[config.mk]
export PLATFORM = sky130hd
export DESIGN_NAME = dw_stack_flags_flat
export DESIGN_NICKNAME = d
export VERILOG_FILES = /design/src/rtl/dw_stack_flags_if.sv /design/src/rtl/dw_stack_flags.sv /design/src/flat_wrapper.sv
export SDC_FILE = /design/constraint.sdc
export NUM_CORES = 1
export LEC_CHECK = 0
export ABC_CLOCK_PERIOD_IN_PS = 8630
export BUFFER_PORTS_ARGS = -buffer_cell sky130_fd_sc_hd__buf_2
export CORE_ASPECT_RATIO = 1.1
export CORE_UTILIZATION = 66
export CTS_CLUSTER_DIAMETER = 120
export DETAILED_ROUTE_END_ITERATION = 6
export GPL_ROUTABILITY_DRIVEN = 0
export PLACE_DENSITY = 0.85
export SLEW_MARGIN = 10
export SYNTH_ARGS = -nofsm -noshare
export SYNTH_HDL_FRONTEND = slang
export SYNTH_SLANG_ARGS = --single-unit
[constraint.sdc]
create_clock -name clk -period 8.63 [get_ports clk]
set_input_delay 0.4315 -clock clk [delete_from_list [all_inputs] [get_ports clk]]
set_output_delay 0.4315 -clock clk [all_outputs]
set_load 0.005 [all_outputs]
[src/rtl/dw_stack_flags_if.sv]
// dw_stack_flags_if: request and status bundle of the dw_stack_flags LIFO.
interface dw_stack_flags_if #(
    parameter int width = 8,
    parameter int depth = 16
);
    localparam int cw = $clog2(depth + 1);
    logic              push_req_n;
    logic              pop_req_n;
    logic              clr_n;
    logic [width-1:0]  data_in;
    logic [width-1:0]  data_out;
    logic [cw-1:0]     word_count;
    logic              empty;
    logic              almost_empty;
    logic              almost_full;
    logic              full;
    logic              error;
    modport master (
        output push_req_n, pop_req_n, clr_n, data_in,
        input  data_out, word_count, empty, almost_empty, almost_full, full, error
    );
    modport slave (
        input  push_req_n, pop_req_n, clr_n, data_in,
        output data_out, word_count, empty, almost_empty, almost_full, full, error
    );
endinterface

[src/rtl/dw_stack_flags.sv]
// dw_stack_flags: flip-flop LIFO with count, threshold flags, clear, replace-top and error.
// All outputs decode registered state only; requests never reach outputs combinationally.
module dw_stack_flags #(
    parameter int width    = 8,
    parameter int depth    = 16,
    parameter int ae_level = 1,
    parameter int af_level = 1,
    parameter int err_mode = 0,
    parameter int rst_mode = 0
) (
    input logic             clk,
    input logic             rst_n,
    dw_stack_flags_if.slave s
);
    localparam int cw = $clog2(depth + 1);
    localparam int aw = $clog2(depth);
    localparam logic [cw-1:0] max_c = cw'(depth);
    logic [cw-1:0]    cnt_q, cnt_d;
    logic             err_q, err_d;
    logic [width-1:0] mem_q [depth];
    logic [width-1:0] mem_d [depth];
    logic [aw-1:0]    top_idx, wr_idx;
    logic             push, pop, clr, is_empty, is_full, we, illegal;
    assign push     = !s.push_req_n;
    assign pop      = !s.pop_req_n;
    assign clr      = !s.clr_n;
    assign is_empty = cnt_q == '0;
    assign is_full  = cnt_q == max_c;
    assign top_idx  = aw'(cnt_q - cw'(1));
    always_comb begin
        cnt_d   = cnt_q;
        we      = 1'b0;
        wr_idx  = top_idx;
        illegal = 1'b0;
        if (clr) begin
            cnt_d = '0;
        end else if (push && !pop) begin
            illegal = is_full;
            we      = !is_full;
            wr_idx  = aw'(cnt_q);
            cnt_d   = is_full ? cnt_q : cnt_q + cw'(1);
        end else if (pop && !push) begin
            illegal = is_empty;
            cnt_d   = is_empty ? cnt_q : cnt_q - cw'(1);
        end else if (push && pop) begin
            // replace top: count unchanged, so legal even when full
            illegal = is_empty;
            we      = !is_empty;
        end
        err_d = clr ? 1'b0 : (err_mode != 0) ? illegal : (err_q | illegal);
    end
    always_comb begin
        for (int i = 0; i < depth; i++)
            mem_d[i] = (we && wr_idx == aw'(i)) ? s.data_in : mem_q[i];
    end
    always_ff @(posedge clk or negedge rst_n) begin
        if (!rst_n) begin
            cnt_q <= '0;
            err_q <= 1'b0;
        end else begin
            cnt_q <= cnt_d;
            err_q <= err_d;
        end
    end
    generate
        if (rst_mode == 0) begin : g_mem_rst
            always_ff @(posedge clk or negedge rst_n) begin
                if (!rst_n) begin
                    for (int i = 0; i < depth; i++) mem_q[i] <= '0;
                end else begin
                    mem_q <= mem_d;
                end
            end
        end else begin : g_mem_nrst
            always_ff @(posedge clk) begin
                if (rst_n) mem_q <= mem_d;
            end
        end
    endgenerate
    assign s.data_out     = is_empty ? '0 : mem_q[top_idx];
    assign s.word_count   = cnt_q;
    assign s.empty        = is_empty;
    assign s.full         = is_full;
    assign s.almost_empty = cnt_q <= cw'(ae_level);
    assign s.almost_full  = cnt_q >= cw'(depth - af_level);
    assign s.error        = err_q;
endmodule

[src/flat_wrapper.sv]
// flat-port wrapper written by rule: the top's interface ports become plain ports
module dw_stack_flags_flat 
#(
    parameter int width    = 8,
    parameter int depth    = 16,
    parameter int ae_level = 1,
    parameter int af_level = 1,
    parameter int err_mode = 0,
    parameter int rst_mode = 0
)
  (clk, rst_n, s_push_req_n, s_pop_req_n, s_clr_n, s_data_in, s_data_out, s_word_count, s_empty, s_almost_empty, s_almost_full, s_full, s_error);
  dw_stack_flags_if #(.width(width), .depth(depth)) s_i ();
  input logic clk;
  input logic rst_n;
  input wire logic [$bits(s_i.push_req_n)-1:0] s_push_req_n;
  input wire logic [$bits(s_i.pop_req_n)-1:0] s_pop_req_n;
  input wire logic [$bits(s_i.clr_n)-1:0] s_clr_n;
  input wire logic [$bits(s_i.data_in)-1:0] s_data_in;
  output wire logic [$bits(s_i.data_out)-1:0] s_data_out;
  output wire logic [$bits(s_i.word_count)-1:0] s_word_count;
  output wire logic [$bits(s_i.empty)-1:0] s_empty;
  output wire logic [$bits(s_i.almost_empty)-1:0] s_almost_empty;
  output wire logic [$bits(s_i.almost_full)-1:0] s_almost_full;
  output wire logic [$bits(s_i.full)-1:0] s_full;
  output wire logic [$bits(s_i.error)-1:0] s_error;
  assign s_i.push_req_n = s_push_req_n;
  assign s_i.pop_req_n = s_pop_req_n;
  assign s_i.clr_n = s_clr_n;
  assign s_i.data_in = s_data_in;
  assign s_data_out = s_i.data_out;
  assign s_word_count = s_i.word_count;
  assign s_empty = s_i.empty;
  assign s_almost_empty = s_i.almost_empty;
  assign s_almost_full = s_i.almost_full;
  assign s_full = s_i.full;
  assign s_error = s_i.error;
  dw_stack_flags #(.width(width), .depth(depth), .ae_level(ae_level), .af_level(af_level), .err_mode(err_mode), .rst_mode(rst_mode)) u_core (.clk(clk), .rst_n(rst_n), .s(s_i));
endmodule
**Word level (Yosys, flattened, before mapping)**

Index checks and enable logic that the tools add are counted.

- $add $sub $neg: 2
- $lt $le $gt $ge: 3
- Eq/ne operators: 19
- Muxes and demuxes: 20
- Bitwise gates (word level): 2
- Reductions and logical operators: 26

Operator list:

| kind | number |
|---|---|
| binary-select mux 8 bit (select 4 bit) | 1 |
| equality test 4 bit, second input constant | 8 |
| 2-to-1 mux 5 bit | 5 |
| 2-to-1 mux 8 bit | 3 |
| logical AND 1 bit | 19 |
| equality test 4 x 3 -> 1 bit, second input constant | 4 |
| 2-to-1 mux 1 bit | 9 |
| equality test 4 x 2 -> 1 bit, second input constant | 2 |
| 2-to-1 mux 4 bit | 2 |
| != test 3 bit, second input constant | 2 |
| adder 5 x 1 -> 5 bit, second input constant | 1 |
| equality test 5 bit, second input constant | 1 |
| greater-or-equal comparator 5 x 4 -> 1 bit, second input constant | 1 |
| greater-or-equal comparator 5 bit, second input constant | 1 |
| <= comparator 5 x 1 -> 1 bit, second input constant | 1 |
| zero test 5 bit | 1 |
| inverter 4 -> 5 bit | 1 |
| subtractor 5 x 1 -> 5 bit, second input constant | 1 |
| equality test 4 x 1 -> 1 bit, second input constant | 1 |
| zero test 1 bit | 4 |
| zero test 4 bit | 1 |
| != test 3 x 1 -> 1 bit, second input constant | 1 |
| AND reduction 3 bit | 1 |
| bitwise OR 1 bit | 1 |

- Bits in registers: 134
- Logic and storage cells: 90

**Logic depth before layout (Yosys ltp)**

- Word-level depth: 8
- Depth in mapped cells: 10

**Worst setup path before layout**

No wires, ideal clock.

- Kind: register to output
- From: register u_core.cnt_q[0], in the netlist u_core.s.word_count[0]
- To: output port s_data_out[2]
- Data arrival time: 2,796 ps
- Required time: 8,198 ps
- Setup slack: 5,403 ps
- Stages on the path, launching flop included: 11
- Path buffers: 5
- Cells stage by stage: dfrtp_1 -> clkbuf_1 -> buf_2 -> buf_2 -> inv_1 -> ha_1 -> clkbuf_1 -> clkbuf_1 -> mux4_2 -> mux2i_1 -> o22ai_1

- Word-level cells in the longest chain between the ends: 6

RTL lines:

| what | line | source |
|---|---|---|
| start, declared | dw_stack_flags.sv:18 | `logic [cw-1:0] cnt_q, cnt_d;` |
| start signal, assigned | dw_stack_flags.sv:61 | `cnt_q <= cnt_d;` |
| subtractor 5 x 1 -> 5 bit | dw_stack_flags.sv:29 | `assign top_idx = aw'(cnt_q - cw'(1));` |
| inverter 4 -> 5 bit (not written as such) | dw_stack_flags.sv:80 | `assign s.data_out = is_empty ? '0 : mem_q[top_idx];` |
| binary-select mux 8 bit (select 4 bit) | dw_stack_flags.sv:80 |  |
| 2-to-1 mux 8 bit (not written as such) (2 in a row) | dw_stack_flags.sv:80 |  |
| 2-to-1 mux 8 bit (*) | dw_stack_flags.sv:80 |  |
| end, declared | flat_wrapper.sv:19 | `output wire logic [$bits(s_i.data_out)-1:0] s_data_out;` |

Every way passes the cells marked *; elsewhere a longest branch is shown, timed or not. The select of a mux whose other input is x is not followed.

**Worst setup path in the final report**

- From: register u_core.cnt_q[0], in the netlist u_core.s.word_count[0]
- To: output port s_data_out[6]

The elaborated chain is that of the path after synthesis.

==> results.toml <==
[timing]
min_period_over_period_pct = 46.04
grt_setup_unrepaired = "no"
skew_ns = 0.006806
max_freq_mhz = 251.7
setup_viol = 0
final.min_clock_period_ns = 3.973
tightest_slew_ns = 1.026
finalSetupTns_ns = 0
maxSlewViolCount = 0
hold_viol = 0
relSlewSlack_pct = 31.18
whs_ns = 0.02547

[synthesis]
synth_area_um2 = 6746
yosys.area.top_type = "dfrtp_1"
synth_common_cells = "dfrtp_1, mux2_2, mux4_2, mux2i_1, clkbuf_1"
yosys_warnings = 0
synth_seq_area_share_pct = 49.70
synthArstFlopShare_pct = 100.0
syn-num-nets = 474
synth_area_leaders = "dfrtp_1, mux2_2, mux4_2"
synth.avg_cell_area_um2 = 14.79
synth.top_cell.area_share_pct = 49.70
syn-instance-count = 456
synth_seq_cells = 134
synth-edff-count = 0
yosysMostFrequentCell = "dfrtp_1"
synth_ff_type = "dfrtp_1"
yosysUniqueCellTypes = 54

[critical_path]
crit_type = "reg2out"
r2r_slack_ns = 5.12
cp.required_ns = 8.20
cp.arrival_ns = 3.54
critPathLaunchType = "flip-flop"
cp-end-kind = "primary output"
crit_fanout = 50

[layout]
drive_above_1_share_pct = 50.61
nets = 498
diodes = 0
fillers = 557
synthToLayoutAreaGrowth_pct = 12.39
seqCellArea_um2 = 3354
multi_input_area_um2 = 3247

[pwr]
pwr-share-comb_pct = 38.7
p_sw_uw = 984.2
peakVddDrop_v = 0.0001811
leakage_nw = 3.410
seq_power_share_pct = 35.8
p_total_mw = 2.986
p_clk_share_pct = 25.6
pwr_density_cell_nw_per_um2 = 393.8
internal-power_mw = 2.002
p_sw_share_pct = 32.96

[clocking]
clkSlewWorstSetupHoldPaths_ns = 0.06
postCtsSetupBuffers = 0
postCtsHoldBufs = 0
cts-root-buf = "clkbuf_8"
cts.sinks = 134
cts_resized = 0
htree_levels = 4
cts_buffers = 17
cts_tree = "done"
insertion_delay_ns = 0.53
clockBufferDepth = 2

[status]
status = "complete, but fails checks"
violations = "DRC"

[floorplanning]
core_um2 = 9889
die_height_um = 108.0
dieArea_um2 = 10630
die_x_um = 98.40
rows = 38
pin_count = 31
initial_core_util_pct = 68.22

[detailed_routing]
drtIter0Drc = 247
antenna_left = 0
num_vias = 4166
vias_per_cell = 6.807
wl_per_cell_um = 23.84
route.detailed.drc = 4
first_pass_iters = 7
drt_wl_total_mm = 14.59

[placement]
port-buffer-count = 30
place_hpwl_mm = 8.925

[grt]
grt_usage_pct = 30.62
grt_antenna_before_repair = 0
grt_pass1_wl_mm = 23.93
overflow = 0
grt_max_degree = 70
grt_pass1_vias = 4585

[run]
maxCapViolCount = 0

[min_path]
hold_class = "in2async"
## final timing paths
kind                                                         start                                  to  cells after the start
worst max register to register  u_core.s.word_count[0]$_DFFE_PN0P_        u_core.mem_q[94]$_DFFE_PN0P_                      8
worst max-delay path            u_core.s.word_count[0]$_DFFE_PN0P_                       s_data_out[6]                      8
worst min register to register            u_core.s.error$_DFF_PN0_            u_core.s.error$_DFF_PN0_                      1
worst min-delay path                                         rst_n        u_core.mem_q[33]$_DFFE_PN0P_                      1
max in group asynchronous                                    rst_n  u_core.s.word_count[0]$_DFFE_PN0P_                      2
min in group clk                                           s_clr_n            u_core.s.error$_DFF_PN0_                      2
## area by class of cell
cell class	instances	area share [%]
sequential	134	44.24
multi-input combinational	287	42.82
clock buffer	18	5.512
clock inverter	13	2.739
timing repair buffer	34	2.409
tap	120	1.980
inverter	6	0.2970
## worst max-delay path, cell delays in order (launching register included)
cell	delay, ns
dfrtp_2	0.34
buf_4	0.64
inv_1	0.21
ha_1	0.42
inv_1	0.27
nor3_1	0.08
a21oi_1	0.59
o22ai_1	0.25
buf_2	0.20
## layout by cell type, fill, tap and decap left out, types with 3 or more instances in the layout
| cell | netlist | final |
|---|---|---|
| mux2_1 | 4 | 4 |
| buf_4 | 1 | 5 |
| o21ai_4 | 4 | 4 |
| o31ai_2 | 4 | 4 |
| and3b_1 | 4 | 4 |
| dfrtp_1 | 134 | 133 |
| mux2_2 | 124 | 124 |
| buf_2 | 9 | 29 |
| nor2b_1 | 3 | 3 |
| clkinvlp_4 | 0 | 4 |
| ha_1 | 5 | 5 |
| a31oi_2 | 4 | 4 |
| o21ai_2 | 4 | 4 |
| o221a_2 | 5 | 5 |
| mux4_2 | 32 | 32 |
| o221ai_1 | 4 | 4 |
| clkbuf_16 | 0 | 16 |
| mux2i_1 | 18 | 18 |
| and3_1 | 3 | 3 |
| nor2_1 | 11 | 11 |
| nand2b_1 | 3 | 3 |
| o22ai_1 | 8 | 8 |
| a21oi_1 | 6 | 6 |
| nor3_1 | 5 | 5 |
| nor3b_1 | 4 | 4 |
| bufinv_16 | 0 | 5 |
| inv_1 | 6 | 6 |
## layer usage
layer / wire (um) / vias up / global-route usage (%)
li1: - / 1791 / -
met4: 450 / 0 / 16.52
met5: 0 / - / 0
met2: 7445 / 138 / 50.40
met3: 683 / 37 / 7.369
met1: 6011 / 2200 / 37.92
## registers in the layout, summed over array words and instances (netlist names)
register,count
u_core.s.word_count,5
u_core.mem_q,128
u_core.s.error,1
## cell families after synthesis
kind of cell,after synthesis,synth area share [%]
AO/OA/AOI/OAI,55,7.696
XOR/XNOR,4,0.5194
adder cells (fa/ha/maj),5,0.9273
buffers and inverters,35,2.281
flip-flops,134,49.70
multiplexers,178,34.72
AND/OR/NAND/NOR,45,4.154
## power groups by stage
stage	Sequential, mW	Clock, mW	Combinational [mW]
finish	1.07	0.763	1.15
global route	1.10	0.799	1.24
CTS	1.06	0.772	1.16
detailed placement	1.06	0	1.14
global placement	1.04	0	1.10
floorplan	0.994	0	0.909
## through the flow
step	instances	util (%)	instance area, um^2	setup slack, ns
detailed placement	581	70.34	6957	5.080
floorplan	456	-	6746	5.403
CTS	612	76.67	7582	4.663
finish	612	76.67	7582	4.657
global route	612	76.67	7582	4.327
global placement	581	70.34	6957	5.238
(Power assumes the default switching activity.)
